--- config.mk ---
export PLATFORM = sky130hd
export DESIGN_NAME = regfile_write_sched_flat
export DESIGN_NICKNAME = d
export VERILOG_FILES = /design/src/rtl/regsched_pkg.sv /design/src/rtl/regfile_write_sched_if.sv /design/src/rtl/regsched_wq.sv /design/src/rtl/regfile_write_sched.sv /design/src/flat_wrapper.sv
export SDC_FILE = /design/constraint.sdc
export NUM_CORES = 1
export LEC_CHECK = 0
export CAP_MARGIN = 20
export CORE_AREA = 2 2 142 144
export CTS_BUF_LIST = sky130_fd_sc_hd__clkbuf_2
export CTS_CLUSTER_DIAMETER = 100
export CTS_CLUSTER_SIZE = 10
export DETAILED_ROUTE_END_ITERATION = 7
export DIE_AREA = 0 0 144 146
export HOLD_SLACK_MARGIN = 0.02
export PLACE_DENSITY = 0.7
export SLEW_MARGIN = 20
export SYNTH_ARGS = -nofsm -noshare
export SYNTH_HDL_FRONTEND = slang
export SYNTH_SLANG_ARGS = --single-unit
--- constraint.sdc ---
create_clock -name clk_i -period 2.9 [get_ports clk_i]
set_input_delay 0.58 -clock clk_i [delete_from_list [all_inputs] [get_ports clk_i]]
set_output_delay 0.58 -clock clk_i [all_outputs]
set_load 0.05 [all_outputs]
--- src/rtl/regsched_pkg.sv ---
// Shared types and constants for the register-file write scheduler.
package regsched_pkg;

  localparam int unsigned REG_NO_W = 4;
  localparam int unsigned DATA_W   = 32;
  localparam int unsigned NUM_RD   = 3;

  typedef struct packed {
    logic [REG_NO_W-1:0] no;
    logic [DATA_W-1:0]   data;
  } wq_entry_t;

  typedef enum logic [1:0] {
    SRC_EX  = 2'd0,
    SRC_LD  = 2'd1,
    SRC_DBG = 2'd2
  } src_e;

endpackage

--- src/rtl/regfile_write_sched_if.sv ---
// Core-side bundle: three read ports with stall, plus the three writeback handshakes.
interface regfile_write_sched_if;
  import regsched_pkg::*;

  logic                rd_req;
  logic [REG_NO_W-1:0] rd_a_no;
  logic [REG_NO_W-1:0] rd_b_no;
  logic [REG_NO_W-1:0] rd_c_no;
  logic [DATA_W-1:0]   rd_a_data;
  logic [DATA_W-1:0]   rd_b_data;
  logic [DATA_W-1:0]   rd_c_data;
  logic                rd_stall;

  logic                ex_valid;
  logic                ex_ready;
  logic [REG_NO_W-1:0] ex_no;
  logic [DATA_W-1:0]   ex_data;
  logic                ld_valid;
  logic                ld_ready;
  logic [REG_NO_W-1:0] ld_no;
  logic [DATA_W-1:0]   ld_data;
  logic                dbg_valid;
  logic                dbg_ready;
  logic [REG_NO_W-1:0] dbg_no;
  logic [DATA_W-1:0]   dbg_data;

  modport master (
    output rd_req, rd_a_no, rd_b_no, rd_c_no,
    output ex_valid, ex_no, ex_data, ld_valid, ld_no, ld_data, dbg_valid, dbg_no, dbg_data,
    input  rd_a_data, rd_b_data, rd_c_data, rd_stall, ex_ready, ld_ready, dbg_ready
  );

  modport slave (
    input  rd_req, rd_a_no, rd_b_no, rd_c_no,
    input  ex_valid, ex_no, ex_data, ld_valid, ld_no, ld_data, dbg_valid, dbg_no, dbg_data,
    output rd_a_data, rd_b_data, rd_c_data, rd_stall, ex_ready, ld_ready, dbg_ready
  );

endinterface

--- src/rtl/regsched_wq.sv ---
// Shift-style write queue (slot 0 is the oldest) with youngest-match lookup per read port.
module regsched_wq
  import regsched_pkg::*;
#(
  parameter int unsigned DEPTH = 2
) (
  input  logic                             clk_i,
  input  logic                             rst_ni,
  input  logic                             push_i,
  input  wq_entry_t                        push_entry_i,
  input  logic                             pop_i,
  input  logic [NUM_RD-1:0][REG_NO_W-1:0]  lookup_no_i,
  output logic [2:0]                       count_o,
  output wq_entry_t                        head_o,
  output logic [NUM_RD-1:0]                hit_o,
  output logic [NUM_RD-1:0][DATA_W-1:0]    hit_data_o
);

  wq_entry_t [DEPTH-1:0] mem_q, mem_d;
  logic [2:0]            count_q, count_d;

  // Later slots are younger, so the last match in slot order wins.
  function automatic logic [DATA_W:0] youngest_match(input logic [REG_NO_W-1:0] no,
                                                     input wq_entry_t [DEPTH-1:0] mem,
                                                     input logic [2:0] cnt);
    logic [DATA_W:0] res;
    res = '0;
    for (int i = 0; i < int'(DEPTH); i++) begin
      if (3'(i) < cnt && mem[i].no == no) res = {1'b1, mem[i].data};
    end
    return res;
  endfunction

  always_comb begin
    mem_d   = mem_q;
    count_d = count_q;
    if (pop_i) begin
      for (int i = 0; i < int'(DEPTH) - 1; i++) mem_d[i] = mem_q[i + 1];
      count_d = count_q - 3'd1;
    end
    if (push_i) begin
      for (int i = 0; i < int'(DEPTH); i++) begin
        if (3'(i) == count_d) mem_d[i] = push_entry_i;
      end
      count_d = count_d + 3'd1;
    end
  end

  always_ff @(posedge clk_i or negedge rst_ni) begin
    if (!rst_ni) begin
      mem_q   <= '0;
      count_q <= '0;
    end else begin
      mem_q   <= mem_d;
      count_q <= count_d;
    end
  end

  always_comb begin
    for (int p = 0; p < int'(NUM_RD); p++) begin
      {hit_o[p], hit_data_o[p]} = youngest_match(lookup_no_i[p], mem_q, count_q);
    end
  end

  assign count_o = count_q;
  assign head_o  = mem_q[0];

endmodule

--- src/rtl/regfile_write_sched.sv ---
// Write scheduler for a register file whose write port shares its address with read port A.
// Build option REGSCHED_BYPASS_EN: forward queued data to reads instead of stalling until drained.
module regfile_write_sched
  import regsched_pkg::*;
#(
  parameter int unsigned DEPTH      = 2,
  parameter int unsigned STARVE_MAX = 4
) (
  input  logic                  clk_i,
  input  logic                  rst_ni,
  regfile_write_sched_if.slave  bus_io,
  output logic                  rf_wr_o,
  output logic [REG_NO_W-1:0]   rf_rno0_o,
  output logic [REG_NO_W-1:0]   rf_rno1_o,
  output logic [REG_NO_W-1:0]   rf_rno2_o,
  output logic [DATA_W-1:0]     rf_din_o,
  input  logic [DATA_W-1:0]     rf_dout0_i,
  input  logic [DATA_W-1:0]     rf_dout1_i,
  input  logic [DATA_W-1:0]     rf_dout2_i,
  output logic [2:0]            wq_count_o
);

  localparam int unsigned StarveW = $clog2(STARVE_MAX + 1);

  logic [2:0]                      count;
  wq_entry_t                       head;
  wq_entry_t                       push_entry;
  logic [NUM_RD-1:0]               hit;
  logic [NUM_RD-1:0][DATA_W-1:0]   hit_data;
  logic [NUM_RD-1:0][REG_NO_W-1:0] lookup_no;
  logic                            full, nonempty, push, write_go, hazard_drain;
  src_e                            grant;
  logic [StarveW-1:0]              starve_q, starve_d;

  assign full     = (count == 3'(DEPTH));
  assign nonempty = (count != 3'd0);

  // Grant is derived from the registered count, so a pop never opens a slot in the same cycle.
  always_comb begin
    bus_io.ex_ready  = ~full;
    bus_io.ld_ready  = ~full & ~bus_io.ex_valid;
    bus_io.dbg_ready = ~full & ~bus_io.ex_valid & ~bus_io.ld_valid;
    push = ~full & (bus_io.ex_valid | bus_io.ld_valid | bus_io.dbg_valid);
    if (bus_io.ex_valid)      grant = SRC_EX;
    else if (bus_io.ld_valid) grant = SRC_LD;
    else                      grant = SRC_DBG;
    unique case (grant)
      SRC_EX:  push_entry = '{no: bus_io.ex_no, data: bus_io.ex_data};
      SRC_LD:  push_entry = '{no: bus_io.ld_no, data: bus_io.ld_data};
      default: push_entry = '{no: bus_io.dbg_no, data: bus_io.dbg_data};
    endcase
  end

  assign lookup_no = {bus_io.rd_c_no, bus_io.rd_b_no, bus_io.rd_a_no};

  regsched_wq #(
    .DEPTH (DEPTH)
  ) u_wq (
    .clk_i        (clk_i),
    .rst_ni       (rst_ni),
    .push_i       (push),
    .push_entry_i (push_entry),
    .pop_i        (write_go),
    .lookup_no_i  (lookup_no),
    .count_o      (count),
    .head_o       (head),
    .hit_o        (hit),
    .hit_data_o   (hit_data)
  );

`ifdef REGSCHED_BYPASS_EN
  assign hazard_drain     = 1'b0;
  assign bus_io.rd_a_data = hit[0] ? hit_data[0] : rf_dout0_i;
  assign bus_io.rd_b_data = hit[1] ? hit_data[1] : rf_dout1_i;
  assign bus_io.rd_c_data = hit[2] ? hit_data[2] : rf_dout2_i;
`else
  logic unused_fwd_data;
  // Any read touching a queued register waits until those writes reach the RAM.
  assign hazard_drain     = bus_io.rd_req & (|hit);
  assign unused_fwd_data  = ^hit_data;
  assign bus_io.rd_a_data = rf_dout0_i;
  assign bus_io.rd_b_data = rf_dout1_i;
  assign bus_io.rd_c_data = rf_dout2_i;
`endif

  assign write_go = nonempty & (~bus_io.rd_req | full |
                                (starve_q == StarveW'(STARVE_MAX)) | hazard_drain);
  assign bus_io.rd_stall = bus_io.rd_req & (write_go | hazard_drain);

  always_comb begin
    starve_d = starve_q;
    if (!nonempty || write_go) begin
      starve_d = '0;
    end else if (bus_io.rd_req && starve_q != StarveW'(STARVE_MAX)) begin
      starve_d = starve_q + StarveW'(1);
    end
  end

  always_ff @(posedge clk_i or negedge rst_ni) begin
    if (!rst_ni) starve_q <= '0;
    else         starve_q <= starve_d;
  end

  assign rf_wr_o    = write_go;
  assign rf_rno0_o  = write_go ? head.no : bus_io.rd_a_no;
  assign rf_rno1_o  = bus_io.rd_b_no;
  assign rf_rno2_o  = bus_io.rd_c_no;
  assign rf_din_o   = head.data;
  assign wq_count_o = count;

endmodule

--- src/flat_wrapper.sv ---
// flat-port wrapper written by rule: the top's interface ports become plain ports
module regfile_write_sched_flat import regsched_pkg::*;
#(
  parameter int unsigned DEPTH      = 2,
  parameter int unsigned STARVE_MAX = 4
)
  (clk_i, rst_ni, rf_wr_o, rf_rno0_o, rf_rno1_o, rf_rno2_o, rf_din_o, rf_dout0_i, rf_dout1_i, rf_dout2_i, wq_count_o, bus_io_rd_req, bus_io_rd_a_no, bus_io_rd_b_no, bus_io_rd_c_no, bus_io_ex_valid, bus_io_ex_no, bus_io_ex_data, bus_io_ld_valid, bus_io_ld_no, bus_io_ld_data, bus_io_dbg_valid, bus_io_dbg_no, bus_io_dbg_data, bus_io_rd_a_data, bus_io_rd_b_data, bus_io_rd_c_data, bus_io_rd_stall, bus_io_ex_ready, bus_io_ld_ready, bus_io_dbg_ready);
  regfile_write_sched_if bus_io_i ();
  input  logic clk_i;
  input  logic rst_ni;
  output logic rf_wr_o;
  output logic [REG_NO_W-1:0] rf_rno0_o;
  output logic [REG_NO_W-1:0] rf_rno1_o;
  output logic [REG_NO_W-1:0] rf_rno2_o;
  output logic [DATA_W-1:0] rf_din_o;
  input  logic [DATA_W-1:0] rf_dout0_i;
  input  logic [DATA_W-1:0] rf_dout1_i;
  input  logic [DATA_W-1:0] rf_dout2_i;
  output logic [2:0] wq_count_o;
  input wire logic [$bits(bus_io_i.rd_req)-1:0] bus_io_rd_req;
  input wire logic [$bits(bus_io_i.rd_a_no)-1:0] bus_io_rd_a_no;
  input wire logic [$bits(bus_io_i.rd_b_no)-1:0] bus_io_rd_b_no;
  input wire logic [$bits(bus_io_i.rd_c_no)-1:0] bus_io_rd_c_no;
  input wire logic [$bits(bus_io_i.ex_valid)-1:0] bus_io_ex_valid;
  input wire logic [$bits(bus_io_i.ex_no)-1:0] bus_io_ex_no;
  input wire logic [$bits(bus_io_i.ex_data)-1:0] bus_io_ex_data;
  input wire logic [$bits(bus_io_i.ld_valid)-1:0] bus_io_ld_valid;
  input wire logic [$bits(bus_io_i.ld_no)-1:0] bus_io_ld_no;
  input wire logic [$bits(bus_io_i.ld_data)-1:0] bus_io_ld_data;
  input wire logic [$bits(bus_io_i.dbg_valid)-1:0] bus_io_dbg_valid;
  input wire logic [$bits(bus_io_i.dbg_no)-1:0] bus_io_dbg_no;
  input wire logic [$bits(bus_io_i.dbg_data)-1:0] bus_io_dbg_data;
  output wire logic [$bits(bus_io_i.rd_a_data)-1:0] bus_io_rd_a_data;
  output wire logic [$bits(bus_io_i.rd_b_data)-1:0] bus_io_rd_b_data;
  output wire logic [$bits(bus_io_i.rd_c_data)-1:0] bus_io_rd_c_data;
  output wire logic [$bits(bus_io_i.rd_stall)-1:0] bus_io_rd_stall;
  output wire logic [$bits(bus_io_i.ex_ready)-1:0] bus_io_ex_ready;
  output wire logic [$bits(bus_io_i.ld_ready)-1:0] bus_io_ld_ready;
  output wire logic [$bits(bus_io_i.dbg_ready)-1:0] bus_io_dbg_ready;
  assign bus_io_i.rd_req = bus_io_rd_req;
  assign bus_io_i.rd_a_no = bus_io_rd_a_no;
  assign bus_io_i.rd_b_no = bus_io_rd_b_no;
  assign bus_io_i.rd_c_no = bus_io_rd_c_no;
  assign bus_io_i.ex_valid = bus_io_ex_valid;
  assign bus_io_i.ex_no = bus_io_ex_no;
  assign bus_io_i.ex_data = bus_io_ex_data;
  assign bus_io_i.ld_valid = bus_io_ld_valid;
  assign bus_io_i.ld_no = bus_io_ld_no;
  assign bus_io_i.ld_data = bus_io_ld_data;
  assign bus_io_i.dbg_valid = bus_io_dbg_valid;
  assign bus_io_i.dbg_no = bus_io_dbg_no;
  assign bus_io_i.dbg_data = bus_io_dbg_data;
  assign bus_io_rd_a_data = bus_io_i.rd_a_data;
  assign bus_io_rd_b_data = bus_io_i.rd_b_data;
  assign bus_io_rd_c_data = bus_io_i.rd_c_data;
  assign bus_io_rd_stall = bus_io_i.rd_stall;
  assign bus_io_ex_ready = bus_io_i.ex_ready;
  assign bus_io_ld_ready = bus_io_i.ld_ready;
  assign bus_io_dbg_ready = bus_io_i.dbg_ready;
  regfile_write_sched #(.DEPTH(DEPTH), .STARVE_MAX(STARVE_MAX)) u_core (.clk_i(clk_i), .rst_ni(rst_ni), .bus_io(bus_io_i), .rf_wr_o(rf_wr_o), .rf_rno0_o(rf_rno0_o), .rf_rno1_o(rf_rno1_o), .rf_rno2_o(rf_rno2_o), .rf_din_o(rf_din_o), .rf_dout0_i(rf_dout0_i), .rf_dout1_i(rf_dout1_i), .rf_dout2_i(rf_dout2_i), .wq_count_o(wq_count_o));
endmodule
# [After elaboration in Yosys (flattened, before gate mapping)]
# Index checks and enable logic that the tools add are counted.
[word_totals] inputBits=222 output_inout_bits=148 reg_bits=78
[op_classes] n_reduce_logical=15 magnitude_cmp=2 bitwise=16 add_sub_neg=3 mux=17 eq_ne=11
[ops] op="$mux 33" n=6
[ops] op="$mux 36" n=3
[ops] op="$pmux 36 s2" n=1
[ops] op="$eq 4x4->1" n=6
[ops] op="$mux 3" n=4
[ops] op="$logic_and 1x1->1" n=7
[ops] op="$add 3x1->3 const B" n=2
[ops] op="$and 1x1->1" n=6
[ops] op="$lt 1x3->1 const A" n=2
[ops] op="$or 1x1->1" n=6
[ops] op="$mux 2" n=2
[ops] op="$mux 4" n=1
[ops] op="$not 1->1" n=4
[ops] op="$eq 1x3->1 const A" n=1
[ops] op="$eq 3x2->1 const B" n=1
[ops] op="$eq 3x3->1 const B" n=1
[ops] op="$logic_not 3->1" n=1
[ops] op="$ne 3x3->1 const B" n=1
[ops] op="$reduce_bool 3->1" n=1
[ops] op="$reduce_or 3->1" n=1
[ops] op="$sub 3x1->3 const B" n=1
[ops] op="$eq 2x1->1 const B" n=1
[ops] op="$logic_not 2->1" n=1
[ops] op="$reduce_and 2->1" n=1
[ops] op="3 further kinds" n=3

# [Longest topological paths before layout]
[depth] depth_word=12 mapped_depth=16 depth_no_buf=13

# [Cells and area by module]
# A second synthesis with hierarchy kept.
[hier_totals] hier_cells=829 area_unflattened_um2=7714.9
[modules_own_cells] mod="regsched_wq" cells_per_inst=576 n_inst=1 area_each_um2=5896.9 seq_area_each_um2=1876.8
[modules_own_cells] mod="regfile_write_sched" cells_per_inst=253 n_inst=1 area_each_um2=1818.0 seq_area_each_um2=75.1

# [Least setup slack after synthesis]
# OpenSTA, ideal clock, no wires.
[synth_timing] path_type="register to output" from="reg u_core.u_wq.count_q[0] (netlist: u_core.u_wq.count_o[0])" to="out bus_io_rd_stall" path_buffers=2 path_stages_with_launch=12 path_slack_ps=-1285 required_ps=2320 arrival_time_ps=3605 cell_sequence="dfrtp_1 -> inv_1 -> ha_1 -> nor2b_1 -> inv_1 -> and3_1 -> a21o_1 -> a32oi_1 -> buf_4 -> buf_4 -> inv_1 -> a21boi_0"
[synth_via] elab_chain_len=10 elab_cells_between_ends=24
[synth_lines] item="start, declared" line_no="regsched_wq.sv:20" source="logic [2:0] count_q, count_d;"
[synth_lines] item="start signal, assigned" line_no="regsched_wq.sv:55" source="count_q <= count_d;"
[synth_lines] item="$lt 1x3->1" line_no="regsched_wq.sv:29" source="if (3'(i) < cnt && mem[i].no == no) res = {1'b1, mem[i].data};"
[synth_lines] item="$logic_and 1x1->1" line_no="regsched_wq.sv:29"
[synth_lines] item="$mux 33 (2 in series)" line_no="regsched_wq.sv:29"
[synth_lines] item="$reduce_or 3->1" line_no="regfile_write_sched.sv:79" source="assign hazard_drain = bus_io.rd_req & (|hit);"
[synth_lines] item="$and 1x1->1" line_no="regfile_write_sched.sv:79"
[synth_lines] item="$or 1x1->1" line_no="regfile_write_sched.sv:87" source="(starve_q == StarveW'(STARVE_MAX)) | hazard_drain);"
[synth_lines] item="$and 1x1->1 (*)" line_no="regfile_write_sched.sv:86" source="assign write_go = nonempty & (~bus_io.rd_req | full |"
[synth_lines] item="via rf_wr_o" line_no="flat_wrapper.sv:11" source="output logic rf_wr_o;"
[synth_lines] item="$or 1x1->1 (*)" line_no="regfile_write_sched.sv:88" source="assign bus_io.rd_stall = bus_io.rd_req & (write_go | hazard_drain);"
[synth_lines] item="$and 1x1->1 (*)" line_no="regfile_write_sched.sv:88"
[synth_lines] item="end, declared" line_no="flat_wrapper.sv:36" source="output wire logic [$bits(bus_io_i.rd_stall)-1:0] bus_io_rd_stall;"
# Mark *: on every way through the listed nets, which the timed path passes. The rest lies on a longest branch.

# [Worst setup path in the final report]
[layout_timing] from="in bus_io_rd_c_no[1]" to="out rf_rno0_o[1]"
[layout_via] elab_chain_len=9 elab_cells_between_ends=11
[layout_lines] item="start, declared" line_no="flat_wrapper.sv:23" source="input wire logic [$bits(bus_io_i.rd_c_no)-1:0] bus_io_rd_c_no;"
[layout_lines] item="$eq 4x4->1" line_no="regsched_wq.sv:29"
[layout_lines] item="$logic_and 1x1->1" line_no="regsched_wq.sv:29"
[layout_lines] item="$mux 33" line_no="regsched_wq.sv:29"
[layout_lines] item="$mux 33 (*)" line_no="regsched_wq.sv:29"
[layout_lines] item="$reduce_or 3->1 (*)" line_no="regfile_write_sched.sv:79"
[layout_lines] item="$and 1x1->1 (*)" line_no="regfile_write_sched.sv:79"
[layout_lines] item="$or 1x1->1 (*)" line_no="regfile_write_sched.sv:87"
[layout_lines] item="$and 1x1->1 (*)" line_no="regfile_write_sched.sv:86"
[layout_lines] item="$mux 4 (*)" line_no="regfile_write_sched.sv:105" source="assign rf_rno0_o = write_go ? head.no : bus_io.rd_a_no;"
[layout_lines] item="end, declared" line_no="flat_wrapper.sv:12" source="output logic [REG_NO_W-1:0] rf_rno0_o;"
# Every way passes the cells marked *; elsewhere a longest branch is shown, timed or not.

==> qor.yml <==
cts_tree: "yes"
grt.total_usage_pct: 14.01
insertion_delay_ns: 0.56
wl_microns: 14350
seq_area_frac_synth_pct: 33.80
antenna_found_initial: 0
first_iter_violations: 106
end_kind: "output pin"
first_global_vias: 4296
comb_power_share_pct: 71.4
place_hpwl_microns: 9854
period_needed_ns: 3.261
area_growth_syn_to_layout_pct: 33.80
violations: "negative setup slack"
period_share_pct: 112.5
ys.warnings.count: 0
setup_ws_ns: -0.3613
clockBufferDepth: 2
routedWlPerCell_microns: 15.23
startpoint_type: "primary input"
power.density_mw_per_mm2: 1282
swShare_pct: 44.59
setup_viol: 78
dr.pass1.iters: 4
synth_top_area_cell: "dfrtp_1"
antenna_cells: 0
die_w_microns: 144
path_clk_slew_ns: 0.20
pwr-share-clk_pct: 7.5
cts_buffers: 9
gp_congestion: 0.7900
htree_num_levels: 3
dieArea_sq_mm: 0.02102
rsz0062_at_grt: "yes"
switchingPower_mw: 4.417
drive_gt1_share_pct: 17.43
outcome: "complete, but fails checks"
grt_pass1_wl_microns: 22830
rows: 51
syn_avg_cell_area_sq_um: 9.837
whs_ns: 0.4751
fin_skew_ns: 0.03503
core_area_sq_mm: 0.01933
seqPwrFrac_pct: 21.1
syn-num-nets: 818
power_mw: 9.905
synthArstFlopShare_pct: 100.0
synthTopCellsByArea: "dfrtp_1 (34%), mux2i_1 (25%), buf_4 (18%)"
tightest_slew_ns: 0.6062
vias: 4119
crit_fanout: 4
final_common_cell: "clkdlybuf4s50_1"
ios: 370
yosys.area.top_type_share_pct: 33.80
crit_arrival_ns: 2.68
drv_cap: 0
globalRouteOverflowTotal: 0
synth_cell_types: 30
final_cell_mix: "clkdlybuf4s50_1 (161), mux2i_1 (145), dfrtp_1 (74)"
nets: 904
portBuffers: 177
ant_nets: 0
leakage_nw: 3.422
cp.required_ns: 2.32
route.detailed.drc: 0
root_buffer: "clkbuf_2"
path_class: "primary input to output pin"
ys_ff_latch: 78
via_per_inst: 4.373
hold_viol_final: 0
synth_cells: 587
initial_core_util_pct: 29.86
ir_worst_vdd_v: 0.0004607
die_y_microns: 146
min_path_type: "flip-flop to flip-flop"
maxSlewViolCount: 0
numClockSinks: 78
grt_max_degree: 43
fmax_mhz: 306.6
synth_edf_count: 0
syn-cell-area_sq_mm: 0.005774
power.internal_mw: 5.488
maxSlewHeadroom_pct: 59.44
synth_ff_type: "dfrtp_1"
cell type report:
class	count	area, sq um
clock inverters	6	101.3
repair buffers	236	2491
flip-flops and latches	78	1957
multi-input cells	300	2618
well taps	265	331.6
clock buffers	9	45.04
fillers	1890	11610
inverters	48	182.7
synthesized netlist by cell type, types with 3 or more instances:
library cell  instances
buf_12                3
dfrtp_1              78
mux2_2                5
xor2_1               25
ha_1                  9
nor4_1                6
nor3_1                4
buf_1                 6
buf_6                 4
clkbuf_1              6
buf_4               142
nand2_1               6
a21oi_1              36
mux2i_1             145
nor2_1               46
inv_1                48
xnor2_1               3
metal layers:
layer	vias up	wire length, microns	global-route usage (%)
met3	38	949	4.508
met1	1942	6080	16.62
met5	-	0	0
met2	155	6988	23.76
li1	1984	-	-
met4	0	328	4.706
power by group through the flow:
| stage | Clock (mW) | Sequential [mW] | Combinational (mW) |
|---|---|---|---|
| final | 0.741 | 2.09 | 7.07 |
| after global routing | 0.829 | 2.16 | 7.58 |
| after CTS | 0.782 | 2.09 | 7.03 |
| after detailed placement | 0 | 2.11 | 5.80 |
| after global placement | 0 | 2.11 | 5.71 |
| after floorplan | 0 | 2.10 | 4.78 |
worst paths after layout:
path / start / end / slack (ns) / cells after the start
setup / recovery: bus_io_rd_c_no[1] / rf_rno0_o[1] / -0.36 / 9
max in group asynchronous: rst_ni / u_core.u_wq.head_o[35]$_DFF_PN0_ / 1.75 / 3
hold / removal: u_core.starve_q[0]$_DFFE_PN0P_ / u_core.starve_q[0]$_DFFE_PN0P_ / 0.48 / 1
setup reg to reg: u_core.u_wq.mem_q[69]$_DFFE_PN0P_ / u_core.u_wq.head_o[4]$_DFF_PN0_ / -0.26 / 16
hold reg to reg: u_core.starve_q[0]$_DFFE_PN0P_ / u_core.starve_q[0]$_DFFE_PN0P_ / 0.48 / 1
min in group asynchronous: rst_ni / u_core.u_wq.mem_q[37]$_DFFE_PN0P_ / 0.50 / 2
critical path: stages:
cell and delay [ns]:
clkdlybuf4s50_1 0.56, xor2_1 0.21, nor4_2 0.07, buf_4 0.15
o32ai_2 0.33, a32oi_4 0.17, buf_6 0.16, mux2_4 0.29
buf_6 0.15
registers in the layout (all words and copies together) (netlist names):
name,flops
u_core.starve_q,3
u_core.u_wq.count_o,3
u_core.u_wq.head_o,36
u_core.u_wq.mem_q,36
cells by family after synthesis:
group	after synthesis	synth area share (%)
AO/OA/AOI/OAI	46	4.681
multiplexers	150	26.11
flip-flops	78	33.80
adder cells (fa/ha/maj)	9	1.950
XOR/XNOR	28	4.247
AND/OR/NAND/NOR	67	5.027
buffers and inverters	209	24.18
per-stage QoR:
step | instance area [sq um] | util (%) | setup slack (ns) | setup TNS [ns] | cells
floorplan | 5826 | - | -0.03841 | -1.276 | 587
finish | 7726 | 39.96 | -0.3613 | -18.71 | 942
global route | 7726 | 39.96 | -0.5212 | -28.57 | 942
detailed placement | 7059 | 36.51 | -0.7332 | -52.43 | 903
CTS | 7680 | 39.72 | -0.4284 | -3.630 | 939
global placement | 7059 | 36.51 | -0.6939 | -50.21 | 903
timing repair:
action | 4_1_cts | 5_1_grt
endpoints found under the setup margin | 79 | 81
buffers inserted | 14 | 3
hold endpoints to repair | 39 | 0
pin swaps | 4 | 1
gates cloned | 7 | 0
hold buffers | 1 | 0
gates resized for setup | 48 | 7
No activity file was read; power rests on OpenSTA's default activity.
